**src/rtl/vga_timing_pkg.sv**
```systemverilog
// Shared constants, swap FSM state type and sizing helpers for the VGA raster timing generator.
// Defaults describe the 640x480 @ 60 Hz mode driven from a 50 MHz system clock.
package vga_timing_pkg;

    localparam int unsigned VGA_H_ACTIVE = 640;
    localparam int unsigned VGA_H_FP     = 16;
    localparam int unsigned VGA_H_SYNC   = 96;
    localparam int unsigned VGA_H_BP     = 48;
    localparam int unsigned VGA_V_ACTIVE = 480;
    localparam int unsigned VGA_V_FP     = 10;
    localparam int unsigned VGA_V_SYNC   = 2;
    localparam int unsigned VGA_V_BP     = 33;
    localparam int unsigned VGA_CLK_DIV  = 2;
    localparam bit          VGA_HS_POL   = 1'b0;
    localparam bit          VGA_VS_POL   = 1'b0;
    localparam int unsigned VGA_FRAME_W  = 16;

    typedef enum logic {
        IDLE = 1'b0,
        PEND = 1'b1
    } swap_state_e;

    function automatic int unsigned vga_total(input int unsigned active,
                                              input int unsigned fp,
                                              input int unsigned sync_w,
                                              input int unsigned bp);
        return active + fp + sync_w + bp;
    endfunction

    // Counter width able to hold 0..total-1, never narrower than one bit.
    function automatic int unsigned vga_width(input int unsigned total);
        return (total <= 2) ? 1 : $clog2(total);
    endfunction

endpackage

```
**src/rtl/pixel_clk_div.sv**
```systemverilog
// Divides the system clock into a one-cycle pixel strobe and a roughly square pixel clock.
// tick_o is the combinational early view of pix_en_o so the raster counters step on the same edge.
module pixel_clk_div
    import vga_timing_pkg::*;
#(
    parameter int unsigned CLK_DIV = VGA_CLK_DIV
) (
    input  logic clk_i,
    input  logic rst_i,
    output logic tick_o,
    output logic pix_en_o,
    output logic pixel_clk_o
);

    localparam int unsigned   DW       = vga_width(CLK_DIV);
    localparam logic [DW-1:0] DIV_LAST = DW'(CLK_DIV - 1);
    localparam logic [DW-1:0] DIV_HALF = DW'(CLK_DIV / 2);

    logic [DW-1:0] div_cnt_q, div_cnt_d;
    logic          pix_en_q;
    logic          pixel_clk_q;

    assign tick_o    = (div_cnt_q == DIV_LAST);
    assign div_cnt_d = tick_o ? '0 : div_cnt_q + 1'b1;

    // pixel_clk is low for the first half of each period, a period starting on the pix_en cycle
    always_ff @(posedge clk_i) begin
        if (rst_i) begin
            div_cnt_q   <= '0;
            pix_en_q    <= 1'b0;
            pixel_clk_q <= 1'b0;
        end else begin
            div_cnt_q   <= div_cnt_d;
            pix_en_q    <= tick_o;
            pixel_clk_q <= (div_cnt_d >= DIV_HALF);
        end
    end

    assign pix_en_o    = pix_en_q;
    assign pixel_clk_o = pixel_clk_q;

endmodule

```
**src/rtl/vga_timing_gen.sv**
```systemverilog
// Parametrised VGA raster timing generator with frame counter and vsync-aligned buffer swap.
// Sync/blank decodes are registered from next-state counters so they line up with DrawX/DrawY.
module vga_timing_gen
    import vga_timing_pkg::*;
#(
    parameter int unsigned H_ACTIVE = VGA_H_ACTIVE,
    parameter int unsigned H_FP     = VGA_H_FP,
    parameter int unsigned H_SYNC   = VGA_H_SYNC,
    parameter int unsigned H_BP     = VGA_H_BP,
    parameter int unsigned V_ACTIVE = VGA_V_ACTIVE,
    parameter int unsigned V_FP     = VGA_V_FP,
    parameter int unsigned V_SYNC   = VGA_V_SYNC,
    parameter int unsigned V_BP     = VGA_V_BP,
    parameter int unsigned CLK_DIV  = VGA_CLK_DIV,
    parameter bit          HS_POL   = VGA_HS_POL,
    parameter bit          VS_POL   = VGA_VS_POL,
    parameter int unsigned FRAME_W  = VGA_FRAME_W,
    localparam int unsigned H_TOTAL = vga_total(H_ACTIVE, H_FP, H_SYNC, H_BP),
    localparam int unsigned V_TOTAL = vga_total(V_ACTIVE, V_FP, V_SYNC, V_BP),
    localparam int unsigned XW      = vga_width(H_TOTAL),
    localparam int unsigned YW      = vga_width(V_TOTAL)
) (
    input  logic               Clk,
    input  logic               Reset,
    output logic               pix_en,
    output logic               pixel_clk,
    output logic               hs,
    output logic               vs,
    output logic               blank,
    output logic               sync,
    output logic [XW-1:0]      DrawX,
    output logic [YW-1:0]      DrawY,
    output logic               line_start,
    output logic               frame_start,
    input  logic               swap_req,
    output logic               swap_ack,
    output logic               waitFrame,
    output logic               buffer_sel,
    output logic [FRAME_W-1:0] frame_count
);

    localparam logic [XW-1:0] H_LAST   = XW'(H_TOTAL - 1);
    localparam logic [XW-1:0] HA_LAST  = XW'(H_ACTIVE - 1);
    localparam logic [XW-1:0] HS_FIRST = XW'(H_ACTIVE + H_FP);
    localparam logic [XW-1:0] HS_LAST  = XW'(H_ACTIVE + H_FP + H_SYNC - 1);
    localparam logic [YW-1:0] V_LAST   = YW'(V_TOTAL - 1);
    localparam logic [YW-1:0] VA_LAST  = YW'(V_ACTIVE - 1);
    localparam logic [YW-1:0] VS_FIRST = YW'(V_ACTIVE + V_FP);
    localparam logic [YW-1:0] VS_LAST  = YW'(V_ACTIVE + V_FP + V_SYNC - 1);

    logic tick;

    pixel_clk_div #(
        .CLK_DIV (CLK_DIV)
    ) u_pixel_clk_div (
        .clk_i       (Clk),
        .rst_i       (Reset),
        .tick_o      (tick),
        .pix_en_o    (pix_en),
        .pixel_clk_o (pixel_clk)
    );

    logic [XW-1:0]      hc_q, hc_d;
    logic [YW-1:0]      vc_q, vc_d;
    logic               hs_q, hs_d;
    logic               vs_q, vs_d;
    logic               blank_q, blank_d;
    logic               line_start_q;
    logic               frame_start_q;
    logic [FRAME_W-1:0] frame_count_q;
    logic               h_wrap, v_wrap, boundary;

    assign h_wrap   = tick && (hc_q == H_LAST);
    assign v_wrap   = (vc_q == V_LAST);
    assign boundary = h_wrap && v_wrap;

    always_comb begin
        hc_d = hc_q;
        vc_d = vc_q;
        if (tick) begin
            hc_d = h_wrap ? '0 : hc_q + 1'b1;
            if (h_wrap) begin
                vc_d = v_wrap ? '0 : vc_q + 1'b1;
            end
        end
        hs_d    = ((hc_d >= HS_FIRST) && (hc_d <= HS_LAST)) ? HS_POL : ~HS_POL;
        vs_d    = ((vc_d >= VS_FIRST) && (vc_d <= VS_LAST)) ? VS_POL : ~VS_POL;
        blank_d = (hc_d <= HA_LAST) && (vc_d <= VA_LAST);
    end

    // Line/frame pulses last exactly the pix_en cycle; everything else holds between pixels
    always_ff @(posedge Clk) begin
        if (Reset) begin
            hc_q          <= '0;
            vc_q          <= '0;
            hs_q          <= ~HS_POL;
            vs_q          <= ~VS_POL;
            blank_q       <= 1'b1;
            line_start_q  <= 1'b0;
            frame_start_q <= 1'b0;
            frame_count_q <= '0;
        end else begin
            line_start_q  <= h_wrap;
            frame_start_q <= boundary;
            if (tick) begin
                hc_q    <= hc_d;
                vc_q    <= vc_d;
                hs_q    <= hs_d;
                vs_q    <= vs_d;
                blank_q <= blank_d;
            end
            if (boundary) begin
                frame_count_q <= frame_count_q + 1'b1;
            end
        end
    end

    swap_state_e state_q, state_d;
    logic        swap_ack_q, swap_ack_d;
    logic        buffer_sel_q, buffer_sel_d;

    // The requester still holds swap_req during the ack cycle, so that cycle never opens a new request
    always_comb begin
        state_d      = state_q;
        swap_ack_d   = 1'b0;
        case (state_q)
            IDLE: begin
                if (swap_req && !swap_ack_q) begin
                    if (boundary) begin
                        swap_ack_d = 1'b1;
                    end else begin
                        state_d = PEND;
                    end
                end
            end
            PEND: begin
                if (boundary) begin
                    state_d    = IDLE;
                    swap_ack_d = 1'b1;
                end
            end
            default: state_d = IDLE;
        endcase
        buffer_sel_d = buffer_sel_q ^ swap_ack_d;
    end

    always_ff @(posedge Clk) begin
        if (Reset) begin
            state_q      <= IDLE;
            swap_ack_q   <= 1'b0;
            buffer_sel_q <= 1'b0;
        end else begin
            state_q      <= state_d;
            swap_ack_q   <= swap_ack_d;
            buffer_sel_q <= buffer_sel_d;
        end
    end

    assign hs          = hs_q;
    assign vs          = vs_q;
    assign blank       = blank_q;
    assign sync        = 1'b0;
    assign DrawX       = hc_q;
    assign DrawY       = vc_q;
    assign line_start  = line_start_q;
    assign frame_start = frame_start_q;
    assign frame_count = frame_count_q;
    assign swap_ack    = swap_ack_q;
    assign waitFrame   = (state_q == PEND);
    assign buffer_sel  = buffer_sel_q;

endmodule

```
**config.mk**
```make
export PLATFORM = sky130hd
export DESIGN_NAME = vga_timing_gen
export DESIGN_NICKNAME = d
export VERILOG_FILES = /design/src/rtl/vga_timing_pkg.sv /design/src/rtl/pixel_clk_div.sv /design/src/rtl/vga_timing_gen.sv
export SDC_FILE = /design/constraint.sdc
export NUM_CORES = 1
export LEC_CHECK = 0
export BUFFER_PORTS_ARGS = -buffer_cell sky130_fd_sc_hd__buf_2
export CAP_MARGIN = 30
export CORE_ASPECT_RATIO = 1.1
export CORE_UTILIZATION = 58
export DETAILED_ROUTE_END_ITERATION = 16
export PLACE_DENSITY = 0.85
export RECOVER_POWER = 25
export SYNTH_ARGS = -nofsm -noshare
export SYNTH_HDL_FRONTEND = slang
export SYNTH_HIERARCHICAL = 1
export SYNTH_SLANG_ARGS = --single-unit
```
**constraint.sdc**
```tcl
create_clock -name Clk -period 5 [get_ports Clk]
set_input_delay 1 -clock Clk [delete_from_list [all_inputs] [get_ports Clk]]
set_output_delay 1 -clock Clk [all_outputs]
set_load 0.005 [all_outputs]
```
==> results_dict.tcl <==
set metrics [dict create \
    drt-total-wl_um 4970 \
    crit_path_end_kind "flip-flop" \
    flop_pwr_share_pct 56.2 \
    layout.nets 315 \
    grt_pass1_vias 1715 \
    grt_max_degree 48 \
    port_buffers 48 \
    drt_pre_antenna_iters 4 \
    rsz_0062_raised_after_global_routing "no" \
    timing.critical_path.slowest_stage_cell "sky130_fd_sc_hd__and4_1" \
    post-place-cells 351 \
    detailed_place_hpwl_um 3370 \
    setup_viol 0 \
    worst_skew_pair.late_latency_ns 0.30 \
    crit_required_ns 5.18 \
    die_h_um 67.5 \
    tightest_slew_ns 2.03 \
    wl_per_cell_um 13.8 \
    cts_made_buffers 5 \
    setup_slack_ns 2.27 \
    synthCells 269 \
    hold_buffers 0 \
    crit_family "compound AO/OA/AOI/OAI gates" \
    postPlaceCellArea_um2 2480 \
    grt-ovfl-total 0 \
    postCtsSetupBuffers 0 \
    largest_family_of_logic_cells_by_synthesized_area "simple AND/OR/NAND/NOR gates" \
    hold_path_class "flip-flop to flip-flop" \
    fillers 335 \
    sw_pwr_mw 0.142 \
    compound_gate_fraction_of_synth_area_pct 12.2 \
    die_x_um 61.5 \
    pre_cts_ws_ns 2.37 \
    synthArstFlopShare_pct 0 \
    grt_first_pass_wirelength_um 7910 \
    synth_area_in_simple_gates_pct 29.8 \
    floorplan.die_area_um2 4150 \
    clk_pin_slew_worst_paths_ns 0.09 \
    clock_power_share_pct 41.4 \
    count_of_buffer_and_inverter_cells_on_the_critical_path 0 \
    finalHoldViolCount 0 \
    swShare_pct 21.4 \
    cp_cell_sequence "ha_1 -> and3_1 -> and4_1 -> a41oi_1 -> a2111oi_0 -> a31oi_1" \
    route.vias.total 2086 \
    critPathKind "flip-flop to flip-flop" \
    timing.critical_path.fanout_max 16 \
    postSynthNetCount 276 \
    drt_drc_violations_left 0 \
    slew-limit-headroom_pct -35.2 \
    timing.clock.skew_ns 0.00636 \
    core_area_um2 3680 \
    count_of_flip_flops_with_a_built_in_enable_after_synthesis 0 \
    area_growth_pct 14.2 \
    initial_utilization_pct 61.4 \
    rows 23 \
    count_of_state_elements_after_synthesis 46 \
    synth_xor_xnor_area_share_pct 8.90 \
    irDropWorstVdd_mv 0.154 \
    final_area_um2 2580 \
    synth-warning-count 6 \
    layout.core_utilization_pct 70.1 \
    instances_no_fill 359 \
    syn_area_um2 2260 \
    post-route-period-util_pct 54.6 \
    worst_hold_slack_ns 0.493 \
    internal_power_mw 0.522 \
    cts_buffer_depth 2 \
    yosys-mux-area-fraction_pct 1.33 \
    worstPathArrival_ns 2.91 \
    floorplan.io_pins 50 \
    synth-main-ff-cell "sky130_fd_sc_hd__dfxtp_1" \
    antenna_found_initial 0 \
    slew_violations 48 \
    place.gp.congestion 0.852 \
    n_antenna_cell 0 \
    layout-drive-gt1-share_pct 17.5 \
    cap_violations 1 \
    design_power_total_mw 0.664 \
    failed_checks "capacitance limit, slew limit" \
    result_of_the_run "complete, but fails checks" \
    multi_input_area_um2 1230 \
    clock-root-buffer "sky130_fd_sc_hd__clkbuf_8" \
    initialDrtViolationCount 153 \
    powerDensity_nw_per_um2 257 \
    number_of_flip_flops_in_the_largest_register 16 \
    sequential_cell_area_fraction_in_the_yosys_report_pct 40.7 \
    yosys.area_share.adder_pct 2.21 \
    cp_slowest_stage_delay_ns 0.61 \
    cts_num_sinks 46 \
    routed_via_density 5.81 \
    maxClockFrequency_mhz 366 \
    cts_resized 0 \
    htree_num_levels 2 \
    grt.total_usage_pct 25.8 \
    tritoncts_clock_tree "yes" \
    post_synth.cell_area_avg_um2 8.41 \
    synthDistinctLibCells 46 \
    ff_latch_area_um2 921 \
    layout_min_cycle_time_ns 2.73 \
    setup-tns-final_ns 0 \
    critPathLaunchType "flip-flop" \
    cellLeakagePower_nw 1.01 \
    power.share.combinational_pct 2.4 \
    drt.antenna.violating_nets 0 \
]
## worst min-delay path: stages, from the launching register on
cell	delay, ns
sky130_fd_sc_hd__dfxtp_1	0.34
sky130_fd_sc_hd__nand2_1	0.06
sky130_fd_sc_hd__a21oi_1	0.05
## synthesized netlist by cell type (5+ instances only)
library cell / instances / area (um2)
sky130_fd_sc_hd__a21oi_1: 13 / 65.1
sky130_fd_sc_hd__and3_1: 8 / 50.1
sky130_fd_sc_hd__clkbuf_1: 11 / 41.3
sky130_fd_sc_hd__dfxtp_1: 46 / 921
sky130_fd_sc_hd__inv_1: 7 / 26.3
sky130_fd_sc_hd__nand2_1: 26 / 97.6
sky130_fd_sc_hd__nand3_1: 10 / 50.1
sky130_fd_sc_hd__nand4_1: 5 / 31.3
sky130_fd_sc_hd__nor2_1: 38 / 143
sky130_fd_sc_hd__nor3_1: 12 / 60.1
sky130_fd_sc_hd__o21ai_0: 10 / 50.1
sky130_fd_sc_hd__xnor2_1: 15 / 131
sky130_fd_sc_hd__xor2_1: 8 / 70.1
## per-layer routing
layer  up-vias  track usage (%)  share of wire [%]  wire (um)
met3        11             5.94                5.5        273
met5         -                0                  0          0
li1       1021                -                  -          -
met2        68             39.9                 48       2370
met4         0             13.1                2.1        104
met1       986             33.3                 45       2220
## power groups by stage
stage,Clock [mW],Combinational [mW],Sequential (mW)
2_1_floorplan,0,0.0131,0.380
3_3_place_gp,0,0.0165,0.381
3_5_place_dp,0,0.0166,0.382
4_1_cts,0.277,0.0166,0.373
5_1_grt,0.295,0.0181,0.374
6_report,0.275,0.0162,0.373
## final cells by class
cell class	instances	share of cell area, %
clock inverter	3	1.55
clock buffer	5	2.66
tap	50	2.42
multi-input combinational	200	47.8
inverter	7	1.02
timing repair buffer	48	8.87
sequential	46	35.7
## cell families (layout without fill, tap and decap cells)
| logic type | Yosys count | count (layout) |
|---|---|---|
| flops | 46 | 46 |
| xor+xnor | 23 | 23 |
| simple gates | 126 | 126 |
| fa+ha+maj | 4 | 4 |
| compound gates | 43 | 43 |
| mux | 3 | 3 |
| other cells | 1 | 1 |
| buf+inv | 23 | 63 |
## path summary, 6_finish.rpt
kind / end / start / cells past startpoint / slack (ns)
worst max register to register: vs$_SDFFE_PP1P_ / DrawX[0]$_SDFFE_PP0P_ / 6 / 2.27
worst min register to register: frame_count[1]$_SDFFE_PP0P_ / frame_count[1]$_SDFFE_PP0P_ / 2 / 0.49
worst max-delay path: vs$_SDFFE_PP1P_ / DrawX[0]$_SDFFE_PP0P_ / 6 / 2.27
worst min-delay path: frame_count[1]$_SDFFE_PP0P_ / frame_count[1]$_SDFFE_PP0P_ / 2 / 0.49
## cells in the final DEF, fill, tap and decap left out, types with 2 or more instances in the layout
master	count
sky130_fd_sc_hd__nor3_1	12
sky130_fd_sc_hd__and3_1	8
sky130_fd_sc_hd__inv_1	7
sky130_fd_sc_hd__clkbuf_8	5
sky130_fd_sc_hd__nand3_1	10
sky130_fd_sc_hd__clkinv_2	2
sky130_fd_sc_hd__nand2_1	26
sky130_fd_sc_hd__a31oi_1	2
sky130_fd_sc_hd__nor2b_1	4
sky130_fd_sc_hd__a21oi_1	13
sky130_fd_sc_hd__nor2_1	38
sky130_fd_sc_hd__o31ai_1	2
sky130_fd_sc_hd__nand4_1	5
sky130_fd_sc_hd__nand2b_1	2
sky130_fd_sc_hd__xor2_1	8
sky130_fd_sc_hd__and2_1	3
sky130_fd_sc_hd__o21ai_0	10
sky130_fd_sc_hd__a32oi_1	2
sky130_fd_sc_hd__ha_1	4
sky130_fd_sc_hd__nor4_1	4
sky130_fd_sc_hd__xnor2_1	15
sky130_fd_sc_hd__and4_1	3
sky130_fd_sc_hd__buf_2	39
sky130_fd_sc_hd__dfxtp_1	46
sky130_fd_sc_hd__or3_1	3
sky130_fd_sc_hd__clkbuf_1	9
sky130_fd_sc_hd__a2111oi_0	3
sky130_fd_sc_hd__o211ai_1	2
sky130_fd_sc_hd__a22oi_1	2
sky130_fd_sc_hd__mux2i_1	3
Note: power is estimated with default switching activity, not from simulation.
